File: src/rtl/dac_sample_pacer.sv
// dac_sample_pacer: buffers core samples in a small FIFO and releases one per
// programmable period to the DAC input register. It also drives a hysteretic
// level indicator and a sticky underrun flag.
module dac_sample_pacer #(
    parameter int unsigned DATA_W     = 10,
    parameter int unsigned FIFO_DEPTH = 4,
    parameter int unsigned DIV_W      = 16
) (
    input  logic                             wb_clk_i,
    input  logic                             wb_rst_i,
    input  logic                             enable,
    input  logic [DIV_W-1:0]                 period,
    input  logic [DATA_W-1:0]                thr_hi,
    input  logic [DATA_W-1:0]                thr_lo,
    input  logic                             s_valid,
    input  logic [DATA_W-1:0]                s_data,
    output logic                             s_ready,
    output logic [DATA_W-1:0]                dac_out,
    output logic                             dac_strobe,
    output logic                             level_out,
    output logic                             underrun,
    output logic [$clog2(FIFO_DEPTH+1)-1:0]  fifo_level
);

    localparam int unsigned PTR_W = $clog2(FIFO_DEPTH);
    localparam int unsigned LVL_W = $clog2(FIFO_DEPTH + 1);
    localparam logic [LVL_W-1:0] FULL_LVL = LVL_W'(FIFO_DEPTH);

    typedef enum logic [1:0] {StIdle, StPrime, StRun} state_e;

    state_e              state_q, state_d;
    logic [DIV_W-1:0]    cnt_q, cnt_d;
    logic [DATA_W-1:0]   mem_q [FIFO_DEPTH];
    logic [PTR_W-1:0]    wr_ptr_q, rd_ptr_q;
    logic [LVL_W-1:0]    count_q;
    logic [DATA_W-1:0]   dac_q;
    logic                strobe_q;
    logic                level_q;
    logic                underrun_q;

    logic                full, empty, push, tick, act, pop, flush;
    logic [DIV_W-1:0]    reload;

    assign full    = (count_q == FULL_LVL);
    assign empty   = (count_q == '0);
    assign s_ready = !full && (state_q != StIdle);
    assign push    = s_valid && s_ready;
    assign tick    = (state_q == StRun) && (cnt_q == '0);
    // A tick only acts while enable is held; dropping enable discards it.
    assign act     = tick && enable;
    assign pop     = act && !empty;
    assign flush   = (state_q == StIdle) || !enable;
    // A zero period behaves as one cycle per update.
    assign reload  = (period == '0) ? '0 : period - DIV_W'(1);

    // Next-state logic for the run FSM and the period counter.
    always_comb begin
        state_d = state_q;
        cnt_d   = cnt_q;
        unique case (state_q)
            StIdle:  if (enable) state_d = StPrime;
            StPrime: begin
                if (!enable)   state_d = StIdle;
                else if (full) state_d = StRun;
            end
            StRun:   if (!enable) state_d = StIdle;
            default: state_d = StIdle;
        endcase
        // Counter only runs while staying in RUN; entering RUN starts at 0 so the
        // first RUN cycle ticks.
        if ((state_q == StRun) && (state_d == StRun)) begin
            if (tick) cnt_d = reload;
            else      cnt_d = cnt_q - DIV_W'(1);
        end else begin
            cnt_d = '0;
        end
    end

    // FSM state and period counter registers.
    always_ff @(posedge wb_clk_i or posedge wb_rst_i) begin
        if (wb_rst_i) begin
            state_q <= StIdle;
            cnt_q   <= '0;
        end else begin
            state_q <= state_d;
            cnt_q   <= cnt_d;
        end
    end

    // Sample FIFO: storage, pointers and occupancy; flushed whenever idle or disabled.
    always_ff @(posedge wb_clk_i or posedge wb_rst_i) begin
        if (wb_rst_i) begin
            for (int i = 0; i < int'(FIFO_DEPTH); i++) mem_q[i] <= '0;
            wr_ptr_q <= '0;
            rd_ptr_q <= '0;
            count_q  <= '0;
        end else if (flush) begin
            wr_ptr_q <= '0;
            rd_ptr_q <= '0;
            count_q  <= '0;
        end else begin
            if (push) begin
                mem_q[wr_ptr_q] <= s_data;
                wr_ptr_q        <= wr_ptr_q + PTR_W'(1);
            end
            if (pop) rd_ptr_q <= rd_ptr_q + PTR_W'(1);
            case ({push, pop})
                2'b10:   count_q <= count_q + LVL_W'(1);
                2'b01:   count_q <= count_q - LVL_W'(1);
                default: count_q <= count_q;
            endcase
        end
    end

    // DAC code register and one-cycle strobe, loaded from the FIFO head on a pop.
    always_ff @(posedge wb_clk_i or posedge wb_rst_i) begin
        if (wb_rst_i) begin
            dac_q    <= '0;
            strobe_q <= 1'b0;
        end else begin
            strobe_q <= pop;
            if (pop) dac_q <= mem_q[rd_ptr_q];
        end
    end

    // Sticky underrun: set by a live tick on an empty FIFO, cleared on IDLE->PRIME.
    always_ff @(posedge wb_clk_i or posedge wb_rst_i) begin
        if (wb_rst_i) begin
            underrun_q <= 1'b0;
        end else if (act && empty) begin
            underrun_q <= 1'b1;
        end else if ((state_q == StIdle) && enable) begin
            underrun_q <= 1'b0;
        end
    end

    // Hysteretic level indicator, re-evaluated on the new code while the strobe is high.
    always_ff @(posedge wb_clk_i or posedge wb_rst_i) begin
        if (wb_rst_i) begin
            level_q <= 1'b0;
        end else if (strobe_q) begin
            if (dac_q >= thr_hi)      level_q <= 1'b1;
            else if (dac_q <= thr_lo) level_q <= 1'b0;
        end
    end

    assign dac_out    = dac_q;
    assign dac_strobe = strobe_q;
    assign level_out  = level_q;
    assign underrun   = underrun_q;
    assign fifo_level = count_q;

endmodule

File: config.mk
export PLATFORM = sky130hd
export DESIGN_NAME = dac_sample_pacer
export DESIGN_NICKNAME = d
export VERILOG_FILES = /design/src/rtl/dac_sample_pacer.sv
export SDC_FILE = /design/constraint.sdc
export NUM_CORES = 1
export LEC_CHECK = 0
export ABC_AREA = 1
export ABC_CLOCK_PERIOD_IN_PS = 3100
export CAP_MARGIN = 25
export CORE_UTILIZATION = 55
export DETAILED_ROUTE_END_ITERATION = 12
export PLACE_DENSITY = 0.8
export SLEW_MARGIN = 20
export SYNTH_ARGS = -nofsm -noshare
export SYNTH_HDL_FRONTEND = slang
export SYNTH_SLANG_ARGS = --single-unit
File: constraint.sdc
create_clock -name wb_clk_i -period 3.1 [get_ports wb_clk_i]
set_input_delay 0.31 -clock wb_clk_i [delete_from_list [all_inputs] [get_ports wb_clk_i]]
set_output_delay 0.31 -clock wb_clk_i [all_outputs]
set_load 0.02 [all_outputs]
After elaboration in Yosys (flattened, before gate mapping)

Index checks and enable logic that the tools add are counted.

Word-level logic and storage cells: 82
Output and inout port bits: 17
Register bits after elaboration: 78
Input bits: 50

Reduce and logical (&&, ||, !) cells: 25
Equal/unequal tests: 6
Add/subtract/negate cells: 6
Order comparisons: 5
Multiplexer cells: 24
Bitwise operators: 3

Operators by type and width:

| cell                  | count |
|---|---|
| $mux 16               | 3 |
| $bwmux 40             | 1 |
| $logic_not 16->1      | 2 |
| $sub 16x1->16 const B | 2 |
| $mux 10               | 3 |
| $bmux 10 s2           | 1 |
| $demux 10 s2          | 1 |
| $mux 2                | 8 |
| $ge 10x10->1          | 1 |
| $le 10x10->1          | 1 |
| $reduce_bool 2->1     | 5 |
| $logic_and 1x1->1     | 9 |
| $eq 2x2->1 const B    | 3 |
| $ge 3x3->1 const B    | 2 |
| $not 2->3             | 2 |
| $pmux 2 s3            | 1 |
| $pmux 3 s2            | 1 |
| $add 2x1->2 const B   | 2 |
| $eq 2x1->1 const B    | 2 |
| $mux 1                | 4 |
| $reduce_and 2->1      | 2 |
| $add 3x1->3 const B   | 1 |
| $eq 3x3->1 const B    | 1 |
| $logic_not 1->1       | 3 |
| 8 further kinds       | 8 |

Longest topological paths before layout

Depth after elaboration: 7
Gate-level depth with buffers: 14
Gate-level depth less buffers: 14

Worst setup path after synthesis

OpenSTA, ideal clock, no wires.

Kind: register -> register
Start: reg count_q[0], in the netlist fifo_level[0]
End: reg count_q[2], in the netlist fifo_level[2]
Arrival time: 2.271 ns
Clock period less this slack: 2.338 ns
Required time: 3.034 ns
Setup slack: 0.762 ns
Cell stages (with the launch flop): 14
Buffers on the path: 0
Library setup time: 0.066 ns
Path through: dfrtp_1 -> inv_1 -> nand3_1 -> inv_1 -> nor2_1 -> nand2_1 -> inv_1 -> nor2_1 -> fa_1 -> xnor2_1 -> nand4_1 -> nand2_1 -> nand3_1 -> nand2_1

Longest elaborated chain between the ends: 7
Elaborated cells between the ends (all ways): 14
Those cells by class: 2 x add/sub; 3 x eq/ne; 2 x mux; 7 x reduce/logical

RTL lines:

| element                                         | line | RTL |
|---|---|---|
| start: declaration                              | 35   | `logic [LVL_W-1:0] count_q;` |
| start signal: assignment                        | 108  | `2'b10: count_q <= count_q + LVL_W'(1);` |
| start signal: assignment                        | 109  | `2'b01: count_q <= count_q - LVL_W'(1);` |
| start signal: assignment                        | 110  | `default: count_q <= count_q;` |
| $eq 3x3->1 (*)                                  | 44   | `assign full = (count_q == FULL_LVL);` |
| $logic_not 1->1 (*)                             | 46   | `assign s_ready = !full && (state_q != StIdle);` |
| $logic_and 1x1->1 (*)                           | 46   |  |
| net s_ready                                     | 17   | `output logic s_ready,` |
| $logic_and 1x1->1 (*)                           | 47   | `assign push = s_valid && s_ready;` |
| $eq 2x1->1 / $eq 2x2->1 (equally long branches) | 107  | `case ({push, pop})` |
| $pmux 3 s2                                      | 107  |  |
| $mux 3                                          | 97   | `end else if (flush) begin` |

Mark *: on every way through the listed nets, which the timed path passes. The rest lies on a longest branch.
A chain may end at the register's enable or synchronous reset.

Final worst setup path

Start: reg cnt_q[0]
End: reg count_q[2], in the netlist fifo_level[2]

Longest elaborated chain between the ends: 7
Elaborated cells between the ends (all ways): 9
Those cells by class: 2 x eq/ne; 2 x mux; 5 x reduce/logical

RTL lines:

| element                                         | line | RTL |
|---|---|---|
| start: declaration                              | 32   | `logic [DIV_W-1:0] cnt_q, cnt_d;` |
| start signal: assignment                        | 86   | `cnt_q <= cnt_d;` |
| $logic_not 16->1 (*)                            | 48   | `assign tick = (state_q == StRun) && (cnt_q == '0);` |
| $logic_and 1x1->1 (*)                           | 48   |  |
| $logic_and 1x1->1 (*)                           | 50   | `assign act = tick && enable;` |
| $logic_and 1x1->1 (*)                           | 51   | `assign pop = act && !empty;` |
| $eq 2x1->1 / $eq 2x2->1 (equally long branches) | 107  |  |
| $pmux 3 s2                                      | 107  |  |
| $mux 3                                          | 97   |  |

Every way passes the cells marked *; elsewhere a longest branch is shown, timed or not.

==> summary.md <==
| Metric | Value |
|---|---|
| Final hold violations | `0` |
| Port-buffer cells | `66` |
| Ports | `67` |
| Cells after Synth | `633` |
| Total clock sinks | `78` |
| Synth top area share | `40.7%` |
| Number of synthesized register bits | `78` |
| Clk pwr share | `34.6%` |
| Number of global-route vias before repair | `4,315` |
| CTS resizes | `0` |
| Cell area power density | `381 mW/mm²` |
| Slowest Stage Delay on Critical Path | `0.37 ns` |
| Critical path peak fanout | `7` |
| Synth Area in Compound Gates | `12.5%` |
| Unique masters post-synth | `37` |
| Area leader, netlist | `dfrtp_1` |
| Worst path required time | `3.42 ns` |
| Drt wl/cell | `14.3 µm` |
| Main flop type after synthesis | `dfrtp_1` |
| Crit start category | `flop` |
| Core ar. | `0.00834 mm²` |
| Clock buffer count from CTS | `9` |
| # hold bufs at CTS | `0` |
| Sw Pwr | `0.648 mW` |
| CP cell instances | `inv_1 > ha_1 > nand3_1 > nor3_2 > nand4_2 > nor2_1 > fa_1 > xnor2_1 > nand4_1 > nand2_1 > nand3_1 > nand2_1` |
| Syn_nets | `712` |
| VDD IR max | `274 µV` |
| Part of the power in registers | `51.8%` |
| FFs w/ async S/R, synth | `100%` |
| Outcome | `finished, final reports clean` |
| CP max-delay cell | `dfrtp_1` |
| Simple-gate share of the synthesized area | `28.1%` |
| Ys Warns | `0` |
| Setup Total Neg Slack | `0 ns` |
| R2R setup slack | `0.84 ns` |
| Internal power | `1.54 mW` |
| Via count | `4,385` |
| RSZ-0062 raised after global routing | `false` |
| Mux contribution to synthesized area | `0%` |
| Die width | `95.4 µm` |
| Sw Ratio | `29.6%` |
| Leakage power | `2.91 nW` |
| Initial cell density of the core | `57.5%` |
| Crit end category | `flop` |
| Final antenna-violating net count | `0` |
| Initial antenna violation count | `0` |
| Final Cycle Share | `73.0%` |
| Share of the yosys chip area belonging to registers | `40.7%` |
| Mapped Area | `0.00479 mm²` |
| Post-CTS Setup Bufs | `0` |
| Final setup viols | `0` |
| DRT iter0 DRCs | `300` |
| Total grt overflow | `0` |
| Worst skew pair latency | `0.37 ns` |
| EDFF count, synth | `0` |
| Detail-routed via count per cell | `5.42` |
| Root Buffer | `clkbuf_8` |
| Clk slew on worst S/H paths | `0.10 ns` |
| DRT Wirelength | `11.6 mm` |
| Final #Nets | `778` |
| Clk buf depth | `2` |
| Hold_ws | `0.315 ns` |
| Antenna Cells | `0` |
| Most common cell in the netlist | `nand2_1` |
| Max_cap viols | `0` |
| Combinational family with the most area after synthesis | `simple AND/OR/NAND/NOR gates` |
| Avg Inst Size Synth | `7.57 µm²` |
| Hold WC Path Type | `in -> async` |
| Max Freq | `0.442 GHz` |
| Layout cells sized above 1 | `7.39%` |
| # DRC | `0` |
| Clock tree from TritonCTS | `done` |
| Combinational group share of total power | `13.5%` |
| Crit Path Category | `reg -> reg` |
| Post-synth top cells | `nand2_1 (129), nor2_1 (94), dfrtp_1 (78)` |
| Largest net degree at the start of global routing | `79` |
| Skew final | `0.0113 ns` |
| Die Footprint | `0.00909 mm²` |
| Slew @ Worst Pin | `0.714 ns` |
| Worst Setup Slack, final | `0.838 ns` |
| GP Congestion | `0.885` |
| Pre-antenna DRT Iters | `5` |
| Placement Setup Slack | `0.870 ns` |
| P&R area growth vs syn | `19.9%` |
| Die Height | `95.4 µm` |
| Final min period | `2.26 ns` |
| All-Layer GR Usage | `27.2%` |
| Area share of fa/ha/maj cells after synthesis | `7.73%` |
| Largest cells by area after synthesis | `dfrtp_1 (41%), nand2_1 (10%), nor2_1 (7.4%), ha_1 (7.3%), inv_1 (5.2%)` |
| Post-Synth XOR/XNOR Area | `3.47%` |
| CP Data Arrival Time | `2.58 ns` |
| Slew headroom | `52.3%` |
| CTS H-tree lvls | `3` |
| Slew Viols, Final | `0` |
| DPL Wire Length | `8.43 mm` |
| Rows | `33` |
| First-pass GRT wire length | `19.0 mm` |
| Fillers | `686` |
-- registers in the layout, summed over array words and instances, names as in the netlist --
register,count
fifo_level,3
underrun,1
cnt_q,16
level_out,1
mem_q,40
wr_ptr_q,2
rd_ptr_q,2
state_q,2
dac_out,10
dac_strobe,1
-- power groups by stage --
stage,clock network [mW],registers [mW],logic (mW)
4_1_cts,0.762,1.13,0.298
3_5_place_dp,0,1.15,0.296
5_1_grt,0.803,1.14,0.341
2_1_floorplan,0,1.14,0.179
6_report,0.758,1.13,0.296
3_3_place_gp,0,1.15,0.283
-- metal layers --
layer  up-vias  global-route usage [%]  wire (µm)
li1       2196                       -          -
met2       155                    43.9       5280
met1      2012                    36.2       5400
met5         -                       0          0
met3        22                    5.34        663
met4         0                    10.2        209
-- final timing paths --
| path | to | start | cells after the start |
|---|---|---|---|
| hold reg to reg | mem_q[23] | mem_q[23] | 2 |
| min in group wb_clk_i | mem_q[23] | mem_q[23] | 2 |
| hold / removal | fifo_level[1] | wb_rst_i | 3 |
| setup / recovery | fifo_level[2] | cnt_q[0] | 12 |
| max in group asynchronous | cnt_q[3] | wb_rst_i | 3 |
| setup reg to reg | fifo_level[2] | cnt_q[0] | 12 |
-- worst max-delay path, delay by kind of cell (launching register included) --
kind	cells	cell delay, ns
buf+inv	1	0.13
flops	1	0.37
xor+xnor	1	0.14
fa+ha+maj	2	0.43
simple gates	8	1.12
-- cell families after synthesis --
kind of cell | Yosys count
buffers and inverters | 93
AOI/OAI and AO/OA | 114
xor gates and xnor gates | 19
DFF | 78
adders and majority gates | 29
and+or+nand+nor | 300
-- layout by cell type, fill, tap and decap left out, types with 7 or more instances in the layout --
cell type / instances
nor2_2: 7
nand3_1: 32
o21ai_1: 43
inv_1: 66
inv_2: 9
clkdlybuf4s50_1: 66
ha_1: 28
xor2_1: 15
o21ai_0: 31
a21oi_1: 23
nor2_1: 94
nand4_1: 12
dfrtp_1: 78
a31oi_1: 10
nand2_1: 129
clkbuf_8: 9
-- final cells by class --
cell class | instances | area, µm² | area share, %
inverters | 79 | 297 | 5.16
clock inverters | 7 | 63.8 | 1.11
flip-flops and latches | 78 | 1950 | 34.0
multi-input cells | 462 | 2480 | 43.2
well taps | 105 | 131 | 2.29
repair buffers | 69 | 696 | 12.1
clock buffers | 9 | 124 | 2.16
-- metrics by stage --
step / area [µm²] / power, mW / instances / utilization, %
floorplan: 4790 / 1.32 / 633 / -
global placement: 5560 / 1.43 / 793 / 66.6
detailed placement: 5560 / 1.45 / 793 / 66.6
CTS: 5750 / 2.19 / 809 / 68.9
global route: 5750 / 2.29 / 809 / 68.9
finish: 5750 / 2.19 / 809 / 68.9
No activity file was read; power rests on OpenSTA's default activity.
